--- src/rtl/nonce_search_ctrl.sv ---
// Nonce-search controller: walks a nonce range through an external hash core
// and stops on the first hash whose leading bytes fall below the target.
module nonce_search_ctrl #(
   parameter int unsigned HEADER_BYTES = 12,
   parameter int unsigned NONCE_BYTES  = 4,
   parameter int unsigned HASH_BYTES   = 3,
   parameter int unsigned TARGET_BYTES = 1
) (
   input  logic                                     clk_i,
   input  logic                                     rst_ni,
   input  logic                                     start_i,
   input  logic                                     abort_i,
   input  logic [8*HEADER_BYTES-1:0]                header_i,
   input  logic [8*NONCE_BYTES-1:0]                 nonce_start_i,
   input  logic [8*NONCE_BYTES-1:0]                 nonce_limit_i,
   input  logic [8*TARGET_BYTES-1:0]                target_i,
   output logic [8*(HEADER_BYTES+NONCE_BYTES)-1:0]  block_out_o,
   output logic                                     hash_start_o,
   input  logic                                     hash_done_i,
   input  logic [8*HASH_BYTES-1:0]                  hash_in_i,
   output logic                                     busy_o,
   output logic                                     found_o,
   output logic                                     exhausted_o,
   output logic [8*NONCE_BYTES-1:0]                 nonce_out_o,
   output logic [8*HASH_BYTES-1:0]                  hash_out_o,
   output logic [8*NONCE_BYTES:0]                   attempts_o
);

   localparam int unsigned HW = 8 * HEADER_BYTES;
   localparam int unsigned NW = 8 * NONCE_BYTES;
   localparam int unsigned SW = 8 * HASH_BYTES;
   localparam int unsigned TW = 8 * TARGET_BYTES;
   localparam int unsigned AW = NW + 1;

   typedef enum logic [2:0] {
      S_IDLE,
      S_ISSUE,
      S_WAIT,
      S_CHECK,
      S_DONE
   } state_e;

   state_e          state_q, state_d;
   logic [HW-1:0]   header_q, header_d;
   logic [TW-1:0]   target_q, target_d;
   logic [NW-1:0]   nonce_q, nonce_d;
   logic [NW-1:0]   limit_q, limit_d;
   logic [SW-1:0]   hash_q, hash_d;
   logic [AW-1:0]   attempts_q, attempts_d;
   logic            found_q, found_d;
   logic            exhausted_q, exhausted_d;
   logic            hash_start_q, hash_start_d;
   logic            busy_q, busy_d;
   logic            pass_c;

   // Only the most significant TARGET_BYTES of the hash take part in the compare
   assign pass_c = (hash_q[SW-1 -: TW] < target_q);

   always_comb begin
      state_d     = state_q;
      header_d    = header_q;
      target_d    = target_q;
      nonce_d     = nonce_q;
      limit_d     = limit_q;
      hash_d      = hash_q;
      attempts_d  = attempts_q;
      found_d     = found_q;
      exhausted_d = exhausted_q;

      if (abort_i) begin
         // abort wins over start and hash_done; result registers are kept
         state_d     = S_IDLE;
         found_d     = 1'b0;
         exhausted_d = 1'b0;
      end else begin
         case (state_q)
            S_IDLE, S_DONE: begin
               if (start_i) begin
                  header_d    = header_i;
                  target_d    = target_i;
                  nonce_d     = nonce_start_i;
                  limit_d     = nonce_limit_i;
                  hash_d      = '0;
                  attempts_d  = '0;
                  found_d     = 1'b0;
                  exhausted_d = 1'b0;
                  state_d     = S_ISSUE;
               end
            end
            S_ISSUE: state_d = S_WAIT;
            S_WAIT: begin
               if (hash_done_i) begin
                  hash_d     = hash_in_i;
                  attempts_d = attempts_q + AW'(1);
                  state_d    = S_CHECK;
               end
            end
            S_CHECK: begin
               if (pass_c) begin
                  found_d = 1'b1;
                  state_d = S_DONE;
               end else if (nonce_q == limit_q) begin
                  exhausted_d = 1'b1;
                  state_d     = S_DONE;
               end else begin
                  nonce_d = nonce_q + NW'(1);
                  state_d = S_ISSUE;
               end
            end
            default: state_d = S_IDLE;
         endcase
      end

      // strobes decoded from the next state so they appear with the state itself
      hash_start_d = (state_d == S_ISSUE);
      busy_d       = (state_d == S_ISSUE) || (state_d == S_WAIT) || (state_d == S_CHECK);
   end

   always_ff @(posedge clk_i or negedge rst_ni) begin
      if (!rst_ni) begin
         state_q      <= S_IDLE;
         header_q     <= '0;
         target_q     <= '0;
         nonce_q      <= '0;
         limit_q      <= '0;
         hash_q       <= '0;
         attempts_q   <= '0;
         found_q      <= 1'b0;
         exhausted_q  <= 1'b0;
         hash_start_q <= 1'b0;
         busy_q       <= 1'b0;
      end else begin
         state_q      <= state_d;
         header_q     <= header_d;
         target_q     <= target_d;
         nonce_q      <= nonce_d;
         limit_q      <= limit_d;
         hash_q       <= hash_d;
         attempts_q   <= attempts_d;
         found_q      <= found_d;
         exhausted_q  <= exhausted_d;
         hash_start_q <= hash_start_d;
         busy_q       <= busy_d;
      end
   end

   assign block_out_o  = {header_q, nonce_q};
   assign hash_start_o = hash_start_q;
   assign busy_o       = busy_q;
   assign found_o      = found_q;
   assign exhausted_o  = exhausted_q;
   assign nonce_out_o  = nonce_q;
   assign hash_out_o   = hash_q;
   assign attempts_o   = attempts_q;

endmodule

--- config.mk ---
export PLATFORM = sky130hd
export DESIGN_NAME = nonce_search_ctrl
export DESIGN_NICKNAME = d
export VERILOG_FILES = /design/src/rtl/nonce_search_ctrl.sv
export SDC_FILE = /design/constraint.sdc
export NUM_CORES = 1
export LEC_CHECK = 0
export BUFFER_PORTS_ARGS = -buffer_cell sky130_fd_sc_hd__buf_2
export CAP_MARGIN = 25
export CELL_PAD_IN_SITES_DETAIL_PLACEMENT = 1
export CELL_PAD_IN_SITES_GLOBAL_PLACEMENT = 2
export CORE_UTILIZATION = 32
export CTS_CLUSTER_DIAMETER = 200
export CTS_CLUSTER_SIZE = 20
export DETAILED_ROUTE_END_ITERATION = 10
export PLACE_DENSITY = 0.84
export REMOVE_ABC_BUFFERS = 1
export SETUP_SLACK_MARGIN = 0.3
export SKIP_LAST_GASP = 1
export SLEW_MARGIN = 15
export SYNTH_ARGS = -nofsm -noshare
export SYNTH_HDL_FRONTEND = slang
export SYNTH_SLANG_ARGS = --single-unit
--- constraint.sdc ---
create_clock -name clk_i -period 4.9 [get_ports clk_i]
set_clock_uncertainty 0.1 [all_clocks]
set_input_delay 0.49 -clock clk_i [delete_from_list [all_inputs] [get_ports clk_i]]
set_output_delay 0.49 -clock clk_i [all_outputs]
set_load 0.02 [all_outputs]
==> metrics.md <==
| Metric | Value |
|---|---|
| Fraction of layout cells with a size suffix above 1 | `0.448` |
| Leading area contributor after synthesis | `dfrtp_1` |
| Crit. End Element | `flip-flop` |
| Worst rel slew slack | `0.432` |
| Hold Vio Cnt, Final | `0` |
| Yosys warning count | `0` |
| Period utilization | `0.616` |
| Mapped cell area | `10900 um2` |
| Most frequent cell after synthesis | `dfrtp_1` |
| H-tree levels | `1` |
| Clk buf depth | `3` |
| Final hold slack | `around 110 ps` |
| Overall routing resource usage | `0.202` |
| Outcome | `completed` |
| Die area | `34700 um2` |
| Hold path depth | `3` |
| Grt ovf | `0` |
| Routed wire per std cell | `between 15 and 20 um` |
| IO Pins | `418` |
| Core Area | `33400 um2` |
| Antenna violations before repair | `2` |
| First-pass GRT wire length | `55.9 mm` |
| Post-Syn Area per Cell | `between 10 and 15 um2` |
| Initial core utilization | `0.325` |
| FP Rows | `67` |
| CTS tree | `built` |
| Final Wtd Congestion | `0.785` |
| FFs w/ async S/R, synth | `1.00` |
| DIE WIDTH | `186 um` |
| Router iterations before antenna repair | `4` |
| Placed Instances | `1769` |
| CP Data Arrival Time | `3290 ps` |
| Sequential share of power | `0.451` |
| Num CTS Buffers | `15` |
| Switch share | `0.404` |
| Worst VDD drop | `277 uV` |
| Via count | `8935` |
| Clk pwr share | `0.191` |
| Reg clk slew, reported paths | `90 ps` |
| R2R cell count | `8` |
| Slew Viols, Final | `0` |
| Kind of critical path | `reg -> reg` |
| Port bufs | `~420` |
| Clk sinks | `232` |
| Nets | `1545` |
| Startpoint types | `flip-flop` |
| Logic pwr share | `0.359` |
| Top post-synthesis cells by area | `dfrtp_1 (53%), mux2_2 (14%), xor2_1 (3.9%)` |
| Net Sw Power | `about 2.6 mW` |
| Drt drc | `0` |
| Most common library cells after synthesis | `dfrtp_1 (232), mux2_2 (132), nand2_1 (86), nor2_1 (61), nand3_1 (59)` |
| Post CTS Setup Buffer Count | `0` |
| Critical path required time | `5180 ps` |
| N_diodes | `0` |
| Clock root buffer | `clkbuf_16` |
| Yosys reg bits | `232` |
| Vias per inst | `5.00` |
| Power, Total | `6.40 mW` |
| Post-Syn Instances | `979` |
| Clk Latency, worst-skew pair | `just under 500 ps` |
| CP max FO | `15` |
| Yosys top cell area share | `0.534` |
| Layout overhead on the synthesized area | `24.9%` |
| Worst Tran Pin Value | `between 800 and 900 ps` |
| Final ANT Viol Nets | `0` |
| Setup violators final | `0` |
| Internal Dissipation | `3.81 mW` |
| RSZ-0062 raised after global routing | `false` |
| Vias in the first global route | `~9500` |
| Distinct cell type count after synthesis | `58` |
| Max Cap Viol | `0` |
| Period minus WS final | `3020 ps` |
| Largest net degree at the start of global routing | `113` |
| Power Density | `471 nW/um2` |
| Synth Flop Type | `dfrtp_1` |
| Post-route insts no fill | `1786` |
| Sequential area share after synthesis | `0.534` |
| DR iter-0 viols | `between 300 and 400` |
| EDFF count, synth | `0` |
| Worst Hold Class | `in -> reg` |
| DIE HEIGHT | `186 um` |
| Post-Route WL | `35.1 mm` |
| FMAX | `332 MHz` |
| Hpwl dp | `~26 mm` |
| Total leakage power | `6.50 nW` |
## layer usage
layer / GRT usage / share of wire / routed length [um]
met2: 0.337 / 0.49 / 17000
met3: 0.0395 / 0.057 / 1990
met1: 0.266 / 0.44 / 15300
met4: 0.0509 / 0.022 / 785
met5: 0 / 0.00023 / 8
## power by group through the flow
stage / registers, mW / clock network, mW / logic, mW
after detailed placement: 2.92 / 0 / 2.31
after floorplan: 3.40 / 0 / 0.799
after CTS: 2.89 / 1.28 / 2.32
after global routing: 2.96 / 1.33 / 2.46
final: 2.88 / 1.22 / 2.29
after global placement: 2.89 / 0 / 2.27
## sequential cells by signal (all words and copies together), names as in the netlist, 3 cells and up
name         count
hash_out_o      24
target_q         8
state_q          3
nonce_out_o     32
limit_q         32
attempts_o      33
header_q        96
## placed cells by master, fill, tap and decap left out, types with 8 or more instances in the layout
master and count:
a211oi_2 8, nand2_1 86, ha_1 9, xnor2_1 12, mux2_2 132, a211oi_1 8
nor4_1 10, nand4_1 15, nor2_1 61, nor3_1 18, xor2_1 49, dfrtp_1 232
buf_4 10, buf_2 416, and3_1 13, o21ai_0 39, nand3_1 59, a21oi_1 39
inv_1 19, clkbuf_16 15
## critical path, stage by stage, from the launching register on
cell,delay [ps]
dfrtp_1,420
ha_1,330
nand2_1,60
o21ai_0,220
a211oi_2,120
a211oi_2,650
nand2_2,220
inv_2,380
mux2_2,380
## per-stage QoR
stage / util / TNS, ps / instance area, um2 / worst slack, ps
after detailed placement: 0.394 / 0 / 13200 / 1960
final: 0.406 / 0 / 13600 / 1880
after global routing: 0.406 / 0 / 13600 / 1750
after floorplan: - / -23170 / 10400 / -180
after global placement: 0.394 / 0 / 13200 / 2030
after CTS: 0.406 / 0 / 13600 / 1920
## timing repair
action / CTS / global route
hold endpoints to repair: 76 / 0
gates resized for setup: 0 / 0
hold buffers: 1 / 0
## cell families after synthesis
family                   share of synthesized area
AND/OR/NAND/NOR                              0.131
flip-flops                                   0.534
AO/OA/AOI/OAI                               0.0845
multiplexers                                 0.139
buffers and inverters                       0.0525
XOR/XNOR                                    0.0491
adder cells (fa/ha/maj)                     0.0104
## area by class of cell
cell class	instances	area, um2
Fill cell	3857	19900
Multi-Input combinational cell	639	4530
Tap cell	448	561
Sequential cell	232	5810
Clock buffer	15	375
Timing Repair Buffer	430	2220
Clock inverter	1	8.76
Inverter	21	78.8
## final timing paths
kind	from	to	slack, ps
min in group asynchronous	rst_ni	hash_out_o[11]	430
hold / removal	target_i[7]	target_q[7]	110
max in group asynchronous	rst_ni	header_q[85]	3110
setup reg to reg	hash_out_o[23]	nonce_out_o[16]	1880
hold reg to reg	hash_out_o[9]	hash_out_o[9]	360
setup / recovery	hash_out_o[23]	nonce_out_o[16]	1880
(Power assumes the default switching activity.)
